File: src/rtl/sync_memory_dp_if.sv
// Bus bundle for sync_memory_dp: one write port, one read port and status.
// The master modport belongs to the requester; the slave modport belongs to the memory.
interface sync_memory_dp_if #(
  parameter int ADDR_LEN = 8,
  parameter int WORD_LEN = 8
) ();

  logic                r_en;
  logic [ADDR_LEN-1:0] r_addr;
  logic                w_en;
  logic [ADDR_LEN-1:0] w_addr;
  logic [WORD_LEN-1:0] data_in;
  logic [WORD_LEN-1:0] data_out;
  logic                r_valid;
  logic                ready;
  logic                err;

  modport master (
    output r_en, r_addr, w_en, w_addr, data_in,
    input  data_out, r_valid, ready, err
  );

  modport slave (
    input  r_en, r_addr, w_en, w_addr, data_in,
    output data_out, r_valid, ready, err
  );

endinterface

File: src/rtl/sync_memory_dp.sv
// Simple-dual-port synchronous memory with registered read data, selectable
// read-during-write behaviour, out-of-range detection and a post-reset zero fill.
module sync_memory_dp #(
  parameter int ADDR_LEN  = 8,
  parameter int WORD_LEN  = 8,
  parameter int MEM_SIZE  = 256,
  parameter int RDW_MODE  = 0,
  parameter int INIT_ZERO = 1
) (
  input  logic             clk,
  input  logic             rst_n,
  sync_memory_dp_if.slave  bus
);

  typedef enum logic {
    ST_INIT,
    ST_RUN
  } state_e;

  localparam state_e              RESET_STATE = (INIT_ZERO != 0) ? ST_INIT : ST_RUN;
  localparam int                  LAST_IDX    = MEM_SIZE - 1;
  localparam logic [ADDR_LEN-1:0] FILL_LAST   = LAST_IDX[ADDR_LEN-1:0];
  localparam logic [ADDR_LEN:0]   SIZE_EXT    = MEM_SIZE[ADDR_LEN:0];

  logic [WORD_LEN-1:0] mem [MEM_SIZE];

  state_e              state_q,    state_d;
  logic [ADDR_LEN-1:0] fill_cnt_q, fill_cnt_d;
  logic                ready_q,    ready_d;
  logic [WORD_LEN-1:0] data_out_q, data_out_d;
  logic                r_valid_q,  r_valid_d;
  logic                err_q,      err_d;

  logic                mem_we;
  logic [ADDR_LEN-1:0] mem_waddr;
  logic [WORD_LEN-1:0] mem_wdata;

  logic                r_oor;
  logic                w_oor;
  logic                rdw_bypass;
  logic [WORD_LEN-1:0] rd_word;

  // Zero-extend so a full 2^ADDR_LEN array compares correctly.
  assign r_oor = ({1'b0, bus.r_addr} >= SIZE_EXT);
  assign w_oor = ({1'b0, bus.w_addr} >= SIZE_EXT);

  assign rdw_bypass = (RDW_MODE != 0) && bus.w_en && !w_oor &&
                      (bus.w_addr == bus.r_addr);

  assign rd_word = mem[bus.r_addr];

  // NOTE: every always_comb output gets a default first, so no path infers a latch.
  always_comb begin
    state_d    = state_q;
    fill_cnt_d = fill_cnt_q;
    ready_d    = ready_q;

    unique case (state_q)
      ST_INIT: begin
        fill_cnt_d = fill_cnt_q + ADDR_LEN'(1);
        if (fill_cnt_q == FILL_LAST) begin
          state_d = ST_RUN;
          ready_d = 1'b1;
        end
      end
      ST_RUN: begin
        ready_d = 1'b1;
      end
      default: begin
        state_d = RESET_STATE;
      end
    endcase
  end

  // User accesses are only honoured once ready is visible on the port.
  always_comb begin
    mem_we     = 1'b0;
    mem_waddr  = fill_cnt_q;
    mem_wdata  = '0;
    data_out_d = data_out_q;
    r_valid_d  = 1'b0;
    err_d      = 1'b0;

    if (state_q == ST_INIT) begin
      mem_we = 1'b1;
    end else if (ready_q) begin
      if (bus.w_en && !w_oor) begin
        mem_we    = 1'b1;
        mem_waddr = bus.w_addr;
        mem_wdata = bus.data_in;
      end
      if (bus.r_en) begin
        r_valid_d = 1'b1;
        if (r_oor) begin
          data_out_d = '0;
        end else if (rdw_bypass) begin
          data_out_d = bus.data_in;
        end else begin
          data_out_d = rd_word;
        end
      end
      err_d = (bus.r_en && r_oor) || (bus.w_en && w_oor);
    end
  end

  // NOTE: sequential state uses non-blocking assignments only.
  always_ff @(posedge clk or negedge rst_n) begin
    if (!rst_n) begin
      state_q    <= RESET_STATE;
      fill_cnt_q <= '0;
      ready_q    <= 1'b0;
      data_out_q <= '0;
      r_valid_q  <= 1'b0;
      err_q      <= 1'b0;
    end else begin
      state_q    <= state_d;
      fill_cnt_q <= fill_cnt_d;
      ready_q    <= ready_d;
      data_out_q <= data_out_d;
      r_valid_q  <= r_valid_d;
      err_q      <= err_d;
    end
  end

  // NOTE: the array has no reset so it maps onto RAM; the INIT fill clears it instead.
  always_ff @(posedge clk) begin
    if (mem_we) begin
      mem[mem_waddr] <= mem_wdata;
    end
  end

  assign bus.data_out = data_out_q;
  assign bus.r_valid  = r_valid_q;
  assign bus.ready    = ready_q;
  assign bus.err      = err_q;

endmodule

File: src/flat_wrapper.sv
// flat-port wrapper written by rule: the top's interface ports become plain ports
module sync_memory_dp_flat 
#(
  parameter int ADDR_LEN  = 8,
  parameter int WORD_LEN  = 8,
  parameter int MEM_SIZE  = 256,
  parameter int RDW_MODE  = 0,
  parameter int INIT_ZERO = 1
)
  (clk, rst_n, bus_r_en, bus_r_addr, bus_w_en, bus_w_addr, bus_data_in, bus_data_out, bus_r_valid, bus_ready, bus_err);
  sync_memory_dp_if #(.ADDR_LEN(ADDR_LEN), .WORD_LEN(WORD_LEN)) bus_i ();
  input  logic clk;
  input  logic rst_n;
  input wire logic [$bits(bus_i.r_en)-1:0] bus_r_en;
  input wire logic [$bits(bus_i.r_addr)-1:0] bus_r_addr;
  input wire logic [$bits(bus_i.w_en)-1:0] bus_w_en;
  input wire logic [$bits(bus_i.w_addr)-1:0] bus_w_addr;
  input wire logic [$bits(bus_i.data_in)-1:0] bus_data_in;
  output wire logic [$bits(bus_i.data_out)-1:0] bus_data_out;
  output wire logic [$bits(bus_i.r_valid)-1:0] bus_r_valid;
  output wire logic [$bits(bus_i.ready)-1:0] bus_ready;
  output wire logic [$bits(bus_i.err)-1:0] bus_err;
  assign bus_i.r_en = bus_r_en;
  assign bus_i.r_addr = bus_r_addr;
  assign bus_i.w_en = bus_w_en;
  assign bus_i.w_addr = bus_w_addr;
  assign bus_i.data_in = bus_data_in;
  assign bus_data_out = bus_i.data_out;
  assign bus_r_valid = bus_i.r_valid;
  assign bus_ready = bus_i.ready;
  assign bus_err = bus_i.err;
  sync_memory_dp #(.ADDR_LEN(ADDR_LEN), .WORD_LEN(WORD_LEN), .MEM_SIZE(MEM_SIZE), .RDW_MODE(RDW_MODE), .INIT_ZERO(INIT_ZERO)) u_core (.clk(clk), .rst_n(rst_n), .bus(bus_i));
endmodule
File: config.mk
export PLATFORM = sky130hd
export DESIGN_NAME = sync_memory_dp_flat
export DESIGN_NICKNAME = d
export VERILOG_FILES = /design/src/rtl/sync_memory_dp_if.sv /design/src/rtl/sync_memory_dp.sv /design/src/flat_wrapper.sv
export SDC_FILE = /design/constraint.sdc
export NUM_CORES = 2
export LEC_CHECK = 0
export CAP_MARGIN = 20
export CELL_PAD_IN_SITES_DETAIL_PLACEMENT = 0
export CELL_PAD_IN_SITES_GLOBAL_PLACEMENT = 1
export CORE_AREA = 3 3 429 431
export CTS_BUF_LIST = sky130_fd_sc_hd__clkbuf_8
export CTS_CLUSTER_DIAMETER = 200
export CTS_CLUSTER_SIZE = 10
export DETAILED_ROUTE_END_ITERATION = 6
export DIE_AREA = 0 0 432 434
export HOLD_SLACK_MARGIN = 0.02
export PLACE_DENSITY = 0.77
export SETUP_SLACK_MARGIN = 0.3
export SYNTH_ARGS = -nofsm -noshare
export SYNTH_HDL_FRONTEND = slang
export SYNTH_SLANG_ARGS = --single-unit
export TNS_END_PERCENT = 50
File: constraint.sdc
create_clock -name clk -period 12.7 [get_ports clk]
set_clock_uncertainty 0.2 [all_clocks]
set_input_delay 1.905 -clock clk [delete_from_list [all_inputs] [get_ports clk]]
set_output_delay 1.905 -clock clk [all_outputs]
set_load 0.02 [all_outputs]
==> metrics.md <==
| Metric | Value |
|---|---|
| Worst R2R Setup Slack | 8.12 ns |
| Hold path depth | 1 |
| Via count | 41100 |
| GPL Wtd Cong | 0.880 |
| Synth area leader | edfxtp_1 |
| Hold Path Class | reg2reg |
| H-Tree Depth | 4 |
| DR iter-0 viols | 4945 |
| Buffer depth of the longest clock path | 3 |
| Period utilization | 46.2% |
| P_leak | 22.4 nW |
| Grt ovf | 0 |
| Worst setup path class | in2reg |
| Power density cells | about 130 nW/um2 |
| FF/Latch Area | 62000 um2 |
| Clock Pin Slew Worst Setup and Hold Paths | 0.07 ns |
| Post-Syn Nets | a little over 4000 |
| Slew Viols, Final | 0 |
| Dominant cells by area after synthesis | edfxtp_1 76%, mux4_2 8.7%, mux2i_1 4.8% |
| Initial antenna violation count | 4 |
| Simple-gate portion of the synthesized area | 3.13% |
| Synth Area in Compound Gates | 4.07% |
| #FFs+latches synth | 2067 |
| Endpoint class of the critical path | flop |
| Worst reg2reg path depth | 5 |
| Max Fclk | around 170 MHz |
| Synth-to-layout area growth | 7.05% |
| Initial core utilization | about 45% |
| Critical Path RT | 13.43 ns |
| CP max stage cell | nor4_1 |
| Post-detail-place hpwl | 122 mm |
| Pre-CTS setup slack | approximately 5.8 ns |
| Post-route setup TNS | 0 ns |
| PortBufs | 37 |
| Hold-fix buffer count after cts | 0 |
| Post-synth ARST share | less than 1% |
| Post-Synth Adder-Cell Area | 0.0154% |
| Synth Warn # | 0 |
| DR DRC count | 0 |
| Worst flop-to-flop path endpoint | u_core.mem[16][5]$_DFFE_PP_ |
| Root buf cell | clkbuf_8 |
| Placed instance count | between 6000 and 7000 |
| Drt pass-1 iters | 7 |
| Slew headroom | about an eighth |
| Fillers | 14400 |
| Nets | around 4200 |
| Largest stage delay on the critical path | 0.91 ns |
| Largest net degree at the start of global routing | between 200 and 250 |
| Max Cap Violations | 0 |
| Min cycle time layout | 5.87 ns |
| Netlist Area Pre-Place | 81200 um2 |
| Site row count | between 150 and 200 |
| Xor/xnor cell area share of the yosys netlist | less than 1% |
| Hold EP | u_core.fill_cnt_q[3]$_DFFE_PN0N_ |
| Largest family of logic cells by synthesized area | multiplexers |
| CP Max Fanout | 89 |
| TritonCTS sink count | 2067 |
| Chip Height | 434 um |
| Vias in the first global route | 40800 |
| Crit start category | primary input |
| Avg Inst Size Synth | 19.8 um2 |
| WL/cell | 30.7 um |
| Final ANT Viol Nets | 0 |
| Area occupied by multi-input gates | 17500 um2 |
| Met2 GRT Util | 34.4% |
| Power Total | 0.0115 W |
| Ys flop type | edfxtp_1 |
| VDD IR max | 0.0790 mV |
| Worst-Skew Late Latency | 0.99 ns |
| Worst hold start | u_core.fill_cnt_q[3]$_DFFE_PN0N_ |
| Die X | 432 um |
| Global Route met1 Usage | 30.2% |
| Sequential area share after synthesis | 76.3% |
| Count of cell types in the netlist | 71 |
| Final Setup Violations | 0 |
| Cells after Synth | 4107 |
| Status | complete, no violations |
| Met3 GRT Util | 4.11% |
| Final wirelength | 204 mm |
| First-pass GRT wire length | 295 mm |
| Multiplexer share of the synthesized area | 14.1% |
| Number of buffers created by CTS | 224 |
| Setup bufs post-CTS | 0 |
| Post-synth top area share | about three quarters |
| Most common cell in the synthesized netlist | edfxtp_1 |
| Final Hold Viols | 0 |
| Post-synth top cells | 2048 x edfxtp_1, 392 x mux2i_1, 315 x mux4_2 |
| Post-synth EDFFs | ~2000 |
| Final non-filler cell total | 6625 |
| PnR worst setup slack | 6.83 ns |
| GRT busiest layer | met2 |
| Share of cells above drive strength 1 | 15.6% |
| WP data arrival | 6.61 ns |
| RSZ-0062 raised after global routing | false |
| R2R Path Start | u_core.state_q$_DFF_PN0_ |
| Critical path cell sequence | buf_8, buf_12, buf_4, mux2i_1, o221ai_1, a21oi_1, a311oi_1, nand4_1, nor4_1, a221o_1 |
| Slew @ Worst Pin | between 1 and 1.5 ns |
| Post-CTS sizing | 0 |
| Core Area | between 150000 and 200000 um2 |
| Die Footprint | 187000 um2 |
| # IOs | 39 |
| Via density | 6.21 |
| TritonCTS clock tree | yes |
| GR Util All Layers | 21.7% |
worst max-delay path, delay by kind of cell:
family                 cells  cell delay [ns]
AOI/OAI and AO/OA          4             1.07
muxes                      1             0.16
and+or+nand+nor            2             1.10
buffers and inverters      3             1.92
cell usage in the layout (no fill, tap or decap), drive strengths merged, types with 5 or more instances in the layout:
cell           count
nor2b              5
nand2            150
o22ai            112
a31oi              6
a2111oi           14
o211ai             6
inv               53
or4                6
mux4             331
a22o               6
o21ai             56
a211oi            33
nor4               9
buf               71
a21oi             73
and2              12
diode              6
nor2             284
o31ai              5
nor3              21
clkbuf           228
nand3             38
mux2i            392
o221ai            73
nand3b            21
clkdlybuf4s50     33
nand4              6
nand2b             7
or3                9
edfxtp          2048
a211o              8
o21a               6
o2111ai            8
a221oi            46
dfrtp             19
xnor2              5
worst max path at each step:
stage | from | endpoint | cells after the start
floorplan | bus_w_en | u_core.mem[0][0]$_DFFE_PP_ | 4
global placement | bus_r_addr[0] | u_core.bus.data_out[2]$_DFFE_PN0P_ | 10
detailed placement | bus_r_addr[0] | u_core.bus.data_out[2]$_DFFE_PN0P_ | 10
CTS | bus_r_addr[0] | u_core.bus.data_out[2]$_DFFE_PN0P_ | 10
global route | bus_r_addr[0] | u_core.bus.data_out[2]$_DFFE_PN0P_ | 10
finish | bus_r_addr[0] | u_core.bus.data_out[2]$_DFFE_PN0P_ | 10
sequential cells by signal, indices dropped and copies added (netlist names):
signal               flops
u_core.mem            2048
u_core.bus.data_out      8
u_core.fill_cnt_q        8
u_core.bus.r_valid       1
u_core.bus.ready         1
u_core.state_q           1
report_power, final:
part	total, W	switching (W)	internal (W)
sequential	0.00737	0	0.00737
combinational	0.000348	0.000229	0.000119
clock	0.00380	0.00220	0.00161
per-stage QoR:
stage	utilization [%]	cell area, um2	hold WS, ns
detailed placement	46.2	83500	0.334
finish	48.1	86900	0.351
global route	48.1	86900	0.387
CTS	48.1	86900	0.349
global placement	46.2	83500	0.326
floorplan	-	81200	0.297
cells by family after synthesis:
logic type,after synthesis
flops,2067
mux,727
simple gates,582
compound gates,472
buf+inv,250
xor+xnor,7
fa+ha+maj,1
other cells,1
metal layers:
layer / wire length, um / vias to the layer above
met3: 17500 / 374
met4: 7500 / 0
met5: 0 / -
met2: 97900 / 2160
met1: 80700 / 21600
li1: - / 17000
cell type report:
| cell class | count | area share [%] |
|---|---|---|
| inverters | 5 | 0.0245 |
| diodes | 6 | 0.0173 |
| flip-flops and latches | 2067 | 71.3 |
| well taps | 2370 | 3.41 |
| clock buffers | 227 | 3.59 |
| repair buffers | 105 | 1.21 |
| multi-input cells | 1790 | 20.1 |
| clock inverters | 55 | 0.309 |
No activity file was read; power rests on OpenSTA's default activity.
